## src/rtl/pdm_cic_integrator_pkg.sv

```systemverilog
// Shared CIC constants and sample type for the PDM decimator integrator and comb stages.
package cic_pkg;

  localparam int CIC_WIDTH  = 19;
  localparam int CIC_DECIM  = 64;
  localparam int CIC_STAGES = 3;

  typedef logic signed [CIC_WIDTH-1:0] cic_sample_t;

endpackage

```

## src/rtl/pdm_cic_integrator_if.sv

```systemverilog
// Microphone / decimated-sample bus of the CIC integrator front end.
// PDM_STEREO_EN adds the right-channel sample out_r.
interface pdm_cic_integrator_if #(
  parameter int WIDTH = cic_pkg::CIC_WIDTH
);

  logic                    en;
  logic                    pdm_data;
  logic                    pdm_clk;
  logic                    lr_clk;
  logic signed [WIDTH-1:0] out;
  logic                    out_valid;
`ifdef PDM_STEREO_EN
  logic signed [WIDTH-1:0] out_r;

  modport master (
    output en, pdm_data,
    input  pdm_clk, lr_clk, out, out_valid, out_r
  );

  modport slave (
    input  en, pdm_data,
    output pdm_clk, lr_clk, out, out_valid, out_r
  );
`else
  modport master (
    output en, pdm_data,
    input  pdm_clk, lr_clk, out, out_valid
  );

  modport slave (
    input  en, pdm_data,
    output pdm_clk, lr_clk, out, out_valid
  );
`endif

endinterface

```

## src/rtl/pdm_cic_integrator_clk_gen.sv

```systemverilog
// PDM microphone clock divider; flags the clk cycle in which pdm_clk is about to rise or fall.
module pdm_clk_gen #(
  parameter int CLK_DIV = 2
) (
  input  logic clk,
  input  logic rst,
  input  logic en,
  output logic pdm_clk,
  output logic rise_evt,
  output logic fall_evt
);

  localparam int CW = (CLK_DIV > 1) ? $clog2(CLK_DIV) : 1;

  logic [CW-1:0] div_cnt;
  logic          wrap;

  assign wrap = en && (div_cnt == CW'(CLK_DIV - 1));

  always_ff @(posedge clk or posedge rst) begin
    if (rst) begin
      div_cnt <= '0;
      pdm_clk <= 1'b0;
    end else if (!en) begin
      div_cnt <= '0;
      pdm_clk <= 1'b0;
    end else if (wrap) begin
      div_cnt <= '0;
      pdm_clk <= ~pdm_clk;
    end else begin
      div_cnt <= div_cnt + 1'b1;
    end
  end

  // Events are valid in the cycle whose closing edge registers the pdm_clk transition.
  always_comb begin
    rise_evt = wrap && !pdm_clk;
    fall_evt = wrap &&  pdm_clk;
  end

endmodule

```

## src/rtl/pdm_cic_integrator.sv

```systemverilog
// CIC decimator front end: PDM clocking, three cascaded integrators, decimation by DECIM.
// Define PDM_STEREO_EN for a second (rising-edge) integrator chain driving out_r.
module pdm_cic_integrator
  import cic_pkg::*;
#(
  parameter int WIDTH   = CIC_WIDTH,
  parameter int DECIM   = CIC_DECIM,
  parameter int CLK_DIV = 2
) (
  input logic                 clk,
  input logic                 rst,
  pdm_cic_integrator_if.slave bus
);

`ifdef PDM_STEREO_EN
  localparam int NCH = 2;
`else
  localparam int NCH = 1;
`endif
  localparam int DW = $clog2(DECIM);

  typedef logic signed [WIDTH-1:0] acc_t;

  logic          fall_evt;
  logic [NCH-1:0] bit_in;
  acc_t          tap [NCH];
  logic [DW-1:0] dec_cnt;
  logic [DW-1:0] dec_nxt;
  logic          frame_end;

`ifdef PDM_STEREO_EN
  logic rise_evt;
  logic r_bit;
`else
  logic rise_evt_unused;
`endif

  pdm_clk_gen #(
    .CLK_DIV (CLK_DIV)
  ) u_clk_gen (
    .clk      (clk),
    .rst      (rst),
    .en       (bus.en),
    .pdm_clk  (bus.pdm_clk),
`ifdef PDM_STEREO_EN
    .rise_evt (rise_evt),
`else
    .rise_evt (rise_evt_unused),
`endif
    .fall_evt (fall_evt)
  );

`ifdef PDM_STEREO_EN
  // Right mic bit captured on the rising edge so both chains integrate in lockstep on fall_evt.
  always_ff @(posedge clk or posedge rst) begin
    if (rst)           r_bit <= 1'b0;
    else if (rise_evt) r_bit <= bus.pdm_data;
  end
  assign bit_in = {r_bit, bus.pdm_data};
`else
  assign bit_in = bus.pdm_data;
`endif

  for (genvar c = 0; c < NCH; c++) begin : g_chain
    acc_t x;
    acc_t acc [CIC_STAGES];
    acc_t sum [CIC_STAGES];

    // Each stage adds the freshly summed value of the stage before it; all adds wrap mod 2^WIDTH.
    always_comb begin
      x      = bit_in[c] ? acc_t'(1) : acc_t'(-1);
      sum[0] = acc[0] + x;
      for (int unsigned k = 1; k < CIC_STAGES; k++) begin
        sum[k] = acc[k] + sum[k-1];
      end
    end

    always_ff @(posedge clk or posedge rst) begin
      if (rst) begin
        for (int unsigned k = 0; k < CIC_STAGES; k++) acc[k] <= '0;
      end else if (fall_evt) begin
        for (int unsigned k = 0; k < CIC_STAGES; k++) acc[k] <= sum[k];
      end
    end

    assign tap[c] = acc[CIC_STAGES-1];
  end

  assign dec_nxt   = dec_cnt + 1'b1;
  assign frame_end = (dec_cnt == '1);

  always_ff @(posedge clk or posedge rst) begin
    if (rst) begin
      dec_cnt       <= '0;
      bus.lr_clk    <= 1'b0;
      bus.out       <= '0;
      bus.out_valid <= 1'b0;
`ifdef PDM_STEREO_EN
      bus.out_r     <= '0;
`endif
    end else begin
      bus.out_valid <= fall_evt && frame_end;
      if (fall_evt) begin
        dec_cnt    <= dec_nxt;
        bus.lr_clk <= (dec_nxt < DW'(DECIM / 2));
        if (frame_end) begin
          bus.out   <= tap[0];
`ifdef PDM_STEREO_EN
          bus.out_r <= tap[1];
`endif
        end
      end
    end
  end

endmodule
```

## src/flat_wrapper.sv

```systemverilog
// flat-port wrapper written by rule: the top's interface ports become plain ports
module pdm_cic_integrator_flat import cic_pkg::*;
#(
  parameter int WIDTH   = CIC_WIDTH,
  parameter int DECIM   = CIC_DECIM,
  parameter int CLK_DIV = 2
)
  (clk, rst, bus_en, bus_pdm_data, bus_pdm_clk, bus_lr_clk, bus_out, bus_out_valid);
  pdm_cic_integrator_if #(.WIDTH(WIDTH)) bus_i ();
  input logic clk;
  input logic rst;
  input wire logic [$bits(bus_i.en)-1:0] bus_en;
  input wire logic [$bits(bus_i.pdm_data)-1:0] bus_pdm_data;
  output wire logic [$bits(bus_i.pdm_clk)-1:0] bus_pdm_clk;
  output wire logic [$bits(bus_i.lr_clk)-1:0] bus_lr_clk;
  output wire logic [$bits(bus_i.out)-1:0] bus_out;
  output wire logic [$bits(bus_i.out_valid)-1:0] bus_out_valid;
  assign bus_i.en = bus_en;
  assign bus_i.pdm_data = bus_pdm_data;
  assign bus_pdm_clk = bus_i.pdm_clk;
  assign bus_lr_clk = bus_i.lr_clk;
  assign bus_out = bus_i.out;
  assign bus_out_valid = bus_i.out_valid;
  pdm_cic_integrator #(.WIDTH(WIDTH), .DECIM(DECIM), .CLK_DIV(CLK_DIV)) u_core (.clk(clk), .rst(rst), .bus(bus_i));
endmodule
```

## config.mk

```make
export PLATFORM = sky130hd
export DESIGN_NAME = pdm_cic_integrator_flat
export DESIGN_NICKNAME = d
export VERILOG_FILES = /design/src/rtl/pdm_cic_integrator_pkg.sv /design/src/rtl/pdm_cic_integrator_if.sv /design/src/rtl/pdm_cic_integrator_clk_gen.sv /design/src/rtl/pdm_cic_integrator.sv /design/src/flat_wrapper.sv
export SDC_FILE = /design/constraint.sdc
export NUM_CORES = 1
export LEC_CHECK = 0
export ABC_AREA = 1
export ABC_CLOCK_PERIOD_IN_PS = 10900
export CAP_MARGIN = 20
export CORE_ASPECT_RATIO = 1.5
export CORE_UTILIZATION = 67
export CTS_CLUSTER_DIAMETER = 150
export CTS_CLUSTER_SIZE = 12
export DETAILED_ROUTE_END_ITERATION = 8
export PLACE_DENSITY = 0.87
export SLEW_MARGIN = 10
export SYNTH_ARGS = -nofsm -noshare
export SYNTH_HDL_FRONTEND = slang
export SYNTH_HIERARCHICAL = 1
export SYNTH_SLANG_ARGS = --single-unit
```

## constraint.sdc

```tcl
create_clock -name clk -period 10.9 [get_ports clk]
set_input_delay 3.27 -clock clk [delete_from_list [all_inputs] [get_ports clk]]
set_output_delay 3.27 -clock clk [all_outputs]
set_load 0.02 [all_outputs]
```

Yosys cells after proc, flatten, opt, wreduce, memory -nomap -nowiden
Index checks and enable logic that the tools add are counted.

word-level totals
  output and inout port bits = 22
  logic and storage cells = 27
  bits of input ports = 4
  register bits = 86

cells by class
  equality and inequality tests = 2
  reductions and logical operators = 4
  order comparisons = 1
  add/subtract/negate cells = 5
  bitwise logic cells = 1
  muxes and demuxes = 5

operators with widths
  cell                 count
  $add 19x19->19       3
  $mux 19              1
  $add 6x1->6 const B  1
  $eq 6x6->1 const B   1
  $lt 6x6->1 const B   1
  $mux 1               4
  $logic_and 1x1->1    3
  $ne 2x1->1 const B   1
  $reduce_and 2->1     1
  $add 1x1->1 const B  1
  $not 1->1            1

Longest topological paths before layout
  word-level depth = 4
  mapped depth = 32
  depth with buffers taken out = 32

Cells and area by module
The synthesis kept the hierarchy.

modules (own cells, without submodules)
  module              area an instance (um^2)  times used  cells an instance
  pdm_cic_integrator  5,970.7                  1           802
  pdm_clk_gen         93.8                     1           13

Worst setup path after synthesis
No wires, ideal clock.

  path kind = input port to flip-flop
  start point = in bus_pdm_data
  end point = reg u_core.g_chain[0].acc, in the netlist u_core/tap[18]
  slack = 3,610 ps
  arrival time = 7,173 ps
  stages = 28
  cell sequence = inv_1 > ha_1 > nand2_1 > a21oi_1 > o21ai_1 > o211ai_1 > nor2_1 > o21ai_2 > nand2_1 > nand3b_1 > and2_4 > ha_1 > nand2_1 > o21ai_0 > a31oi_1 > nor2_1 > nor2_1 > xnor2_1 > ha_1 > inv_1 > nor3_1 > nand2_1 > nor3b_1 > nor2_1 > inv_1 > nand3_1 > nand4_1 > nand2_1

RTL lines
  element             line                      text
  start: declaration  flat_wrapper.sv:13        input wire logic [$bits(bus_i.pdm_data)-1:0] bus_pdm_data;
  end: declaration    pdm_cic_integrator.sv:66  acc_t acc [CIC_STAGES];

==> results.sh <==
export IMPL_outcome="complete, no violations"
export IMPL_setup_slack_ns=2.53
export IMPL_fin_worst_skew_ns=0.0101
export IMPL_clkTransAtPathRegs_ns=0.06
export IMPL_drt_first_iter_violations=415
export IMPL_grt_total_usage=0.339
export IMPL_globalRouteOverflowTotal=0
export IMPL_hpwl_um=11300
export IMPL_multi_input_area_um2=3560
export IMPL_rsz0062_at_grt="no"
export IMPL_routedWlPerCell_um=16.2
export IMPL_nNetsFinal=902
export IMPL_grt_pass1_wl_um=24700
export IMPL_post_place_ws_ns=2.27
export IMPL_holdCritPathClass="reg2reg"
export IMPL_regArea_um2=2150
export IMPL_core_region_area_um2=8780
export IMPL_worstPathRequired_ns=11.13
export IMPL_gp_congestion=0.938
export IMPL_layout_min_cycle_time_ns=8.37
export IMPL_synth_nets=877
export IMPL_slew_viol_final=0
export IMPL_htreeDepth=3
export IMPL_cts_made_buffers=9
export IMPL_antenna_found_initial=0
export IMPL_cts_root_buf="clkbuf_16"
export IMPL_clockBufferDepth=2
export IMPL_die_h_um=118
export IMPL_cts_tree="yes"
export IMPL_critPathArrivalTime_ns=8.60
export IMPL_cts_resized=0
export IMPL_syn_to_final_growth_pct=11.2
export IMPL_worst_setup_path_end_kind="register"
export IMPL_route_met2_wl_um=8070
export IMPL_yosysWarnings=6
export IMPL_critPathSlowestCell="inv_1"
export IMPL_drtAntennaViolNets=0
export IMPL_cpMostUsedCell="nand2_1"
export IMPL_wl_um=15400
export IMPL_clkSinkCount=86
export IMPL_setup_viol=0
export IMPL_port_buffer_count=25
export IMPL_synthesis_area_um2=6060
export IMPL_final_setup_tns_ns=0
export IMPL_criticalPathCategory="in2reg"
export IMPL_drive_gt1_frac=0.0604
export IMPL_ios=26
export IMPL_die_area_um2=9440
export IMPL_vias=5558
export IMPL_hold_viol=0
export IMPL_drv_cap=0
export IMPL_die_x_um=79.7
export IMPL_wl_met1_um=6050
export IMPL_slew_headroom=0.445
export IMPL_antenna_cells=0
export IMPL_clk_latency_ns=0.34
export IMPL_fill_cells=646
export IMPL_hold_buffers=0
export IMPL_viasPerCell=5.83
export IMPL_routed_top_layer="met4"
export IMPL_post_route_period_util=0.768
export IMPL_synthCells=814
export IMPL_start_util=0.691
export IMPL_met3_length_um=593
export IMPL_grt_pass1_vias=5481
export IMPL_rows=42
export IMPL_grt_max_degree=85
export IMPL_first_pass_iters=5
export IMPL_cp_max_fo=18
export IMPL_cts_setup_buffers=0
export IMPL_drcViolationCount=0
export IMPL_fmax_mhz=119
export IMPL_slowest_delay_ns=0.54
export IMPL_cp_start_kind="primary input"
export IMPL_tightest_slew_ns=0.832
export IMPL_syn_area_per_cell_um2=7.45
## critical path, delay by kind of cell
family / cells / cell delay (ns)
AO/OA/AOI/OAI: 7 / 0.99
XOR/XNOR: 1 / 0.24
adder cells (fa/ha/maj): 3 / 1.07
buffers and inverters: 4 / 1.10
AND/OR/NAND/NOR: 16 / 1.90
## flip-flops by register name (all words and copies together) (netlist names)
name	cells
u_core/bus.lr_clk	1
u_core/bus.out	19
u_core/bus.out_valid	1
u_core/dec_cnt	6
u_core/g_chain.acc	38
u_core/tap	19
u_core/u_clk_gen/div_cnt	1
u_core/u_clk_gen/pdm_clk	1
## per-stage QoR
step	cell area [µm²]	std cells	hold slack, ns	utilization
6_report	6740	954	0.475	0.768
5_1_grt	6740	954	0.499	0.768
4_1_cts	6710	953	0.476	0.765
3_5_place_dp	6420	937	0.459	0.732
3_3_place_gp	6420	937	0.454	0.732
2_1_floorplan	6060	814	0.442	-
## layer usage
| metal | GRT usage | up-vias |
|---|---|---|
| met3 | 0.0517 | 56 |
| met1 | 0.375 | 2630 |
| met5 | 0 | - |
| li1 | - | 2710 |
| met4 | 0.181 | 0 |
| met2 | 0.605 | 162 |
## layout make-up
type	instances	area share
tap	110	0.0204
inverter	78	0.0436
clock buffer	10	0.0355
clock inverter	6	0.00724
sequential	86	0.319
timing repair buffer	30	0.0457
multi-input combinational	634	0.528
## layout by cell type (no fill, tap or decap), types with 4 or more instances in the layout
cell type / n
a21o_1: 4
a21oi_1: 46
a31oi_1: 10
buf_4: 4
clkbuf_16: 9
clkdlybuf4s50_1: 25
dfrtp_1: 86
ha_1: 56
inv_1: 75
inv_6: 4
nand2_1: 286
nand2_2: 4
nand3_1: 38
nand3_2: 6
nand4_1: 9
nor2_1: 43
nor3_1: 4
o21ai_0: 38
o21ai_1: 10
xnor2_1: 17
xor2_1: 25
## path summary, 6_finish.rpt
check,slack (ns),to,cells past startpoint,from
max in group asynchronous,6.89,u_core/g_chain[0].acc[50]$_DFFE_PP0P_,4,rst
min,0.47,u_core/bus.out[10]$_DFFE_PP0P_,2,u_core/bus.out[10]$_DFFE_PP0P_
max reg2reg,6.11,u_core/tap[18]$_DFFE_PP0P_,29,u_core/g_chain[0].acc[40]$_DFFE_PP0P_
min in group asynchronous,3.13,u_core/u_clk_gen/pdm_clk$_DFFE_PP0P_,2,rst
min reg2reg,0.47,u_core/bus.out[10]$_DFFE_PP0P_,2,u_core/bus.out[10]$_DFFE_PP0P_
max,2.53,u_core/tap[18]$_DFFE_PP0P_,31,bus_pdm_data
Power is not shown: default switching activity piles up to over one toggle a cycle in this logic, so the estimate is an artifact.
==> RTL edit, RTL diff (same flow settings) <==
Set the package constant `CIC_DECIM` to 32 (it was 64).
--- a/src/rtl/pdm_cic_integrator_pkg.sv
+++ b/src/rtl/pdm_cic_integrator_pkg.sv
@@ -2,7 +2,7 @@
 package cic_pkg;
 
   localparam int CIC_WIDTH  = 19;
-  localparam int CIC_DECIM  = 64;
+  localparam int CIC_DECIM  = 32;
   localparam int CIC_STAGES = 3;
 
   typedef logic signed [CIC_WIDTH-1:0] cic_sample_t;
Function: same outputs for any inputs over 10 cycles, from zero or initial values and one cycle with rst high; that may be too few to reach the edited logic, so the function may still have changed.
==> RTL edit against the original RTL <==
Synthesized area is 1.3% lower; routed wire length is 0.29% higher; final area is 1.2% lower; non-clock buffer count is 1 lower; sequential cell count is 1 lower; setup slack worse by 0.089 ns; via count is 0.65% lower.
Power is left out: the tool's default activity adds up to more than one toggle a clock period on the data nets, which glitch-free logic cannot reach.
==> RTL edit: results (changes against the original RTL) <==
HP Class=reg -> reg; Worst Path Arrival=8.69 ns (+0.09 ns); non-filler cells, final=936 (-1.9%); Hold Slack=0.481 ns (+0.00649 ns); reg2reg setup slack=6.01 ns (-0.10 ns); synthesized net count=865 (-1.4%); Place WS=2.23 ns (-0.0408 ns); status=completed; DRT iter0 DRCs=393 (-5.3%); max reg flops=38 (unchanged); register with the most flip-flops=u_core/g_chain.acc; hpwl dp=11500 um (+1.9%); Net count, final=889 (-1.4%); vias in the first global route=5845 (+6.6%); largest net degree at the start of global routing=68 (-20%); dpl cells=921 (-1.7%); slew of the pin with the lowest slew margin=0.726 ns (-0.106 ns); layout cells sized above 1=0.0591 (-0.00132); Total GRT Usage=0.357 (+0.0177); first-pass GRT wire length=26000 um (+5.1%); yosys warns=6 (unchanged); hold_sp=u_core/bus.out[3]$_DFFE_PP0P_; Worst Hold End=u_core/bus.out[3]$_DFFE_PP0P_; Layout fillers=631 (-2.3%); Vias/cell=5.90 (+1.3%); placer congestion estimate=0.959 (+2.2%); DR WL/cell=16.5 um (+2.2%); Cells after Synth=801 (-1.6%); worst r2r src=u_core/g_chain[0].acc[40]$_DFFE_PP0P_
==> RTL edit: metrics by stage <==
step,instance area (um2),util
after CTS,6660,0.782
final,6660,0.782
after floorplan,5980,-
after global placement,6340,0.744
after global routing,6660,0.782
after detailed placement,6340,0.744
==> RTL edit: cell type report <==
cell class | instances | area share
Clock buffer | 11 | 0.0365
Timing Repair Buffer | 29 | 0.0421
Multi-Input combinational cell | 632 | 0.532
Inverter | 68 | 0.0385
Tap cell | 107 | 0.0201
Sequential cell | 85 | 0.320
Clock inverter | 4 | 0.0109
==> RTL edit: routing by layer <==
| metal | track usage | share of wire |
|---|---|---|
| met4 | 0.222 | 0.055 |
| met2 | 0.646 | 0.53 |
| met1 | 0.382 | 0.38 |
| met3 | 0.0419 | 0.032 |
| met5 | 0 | 0 |
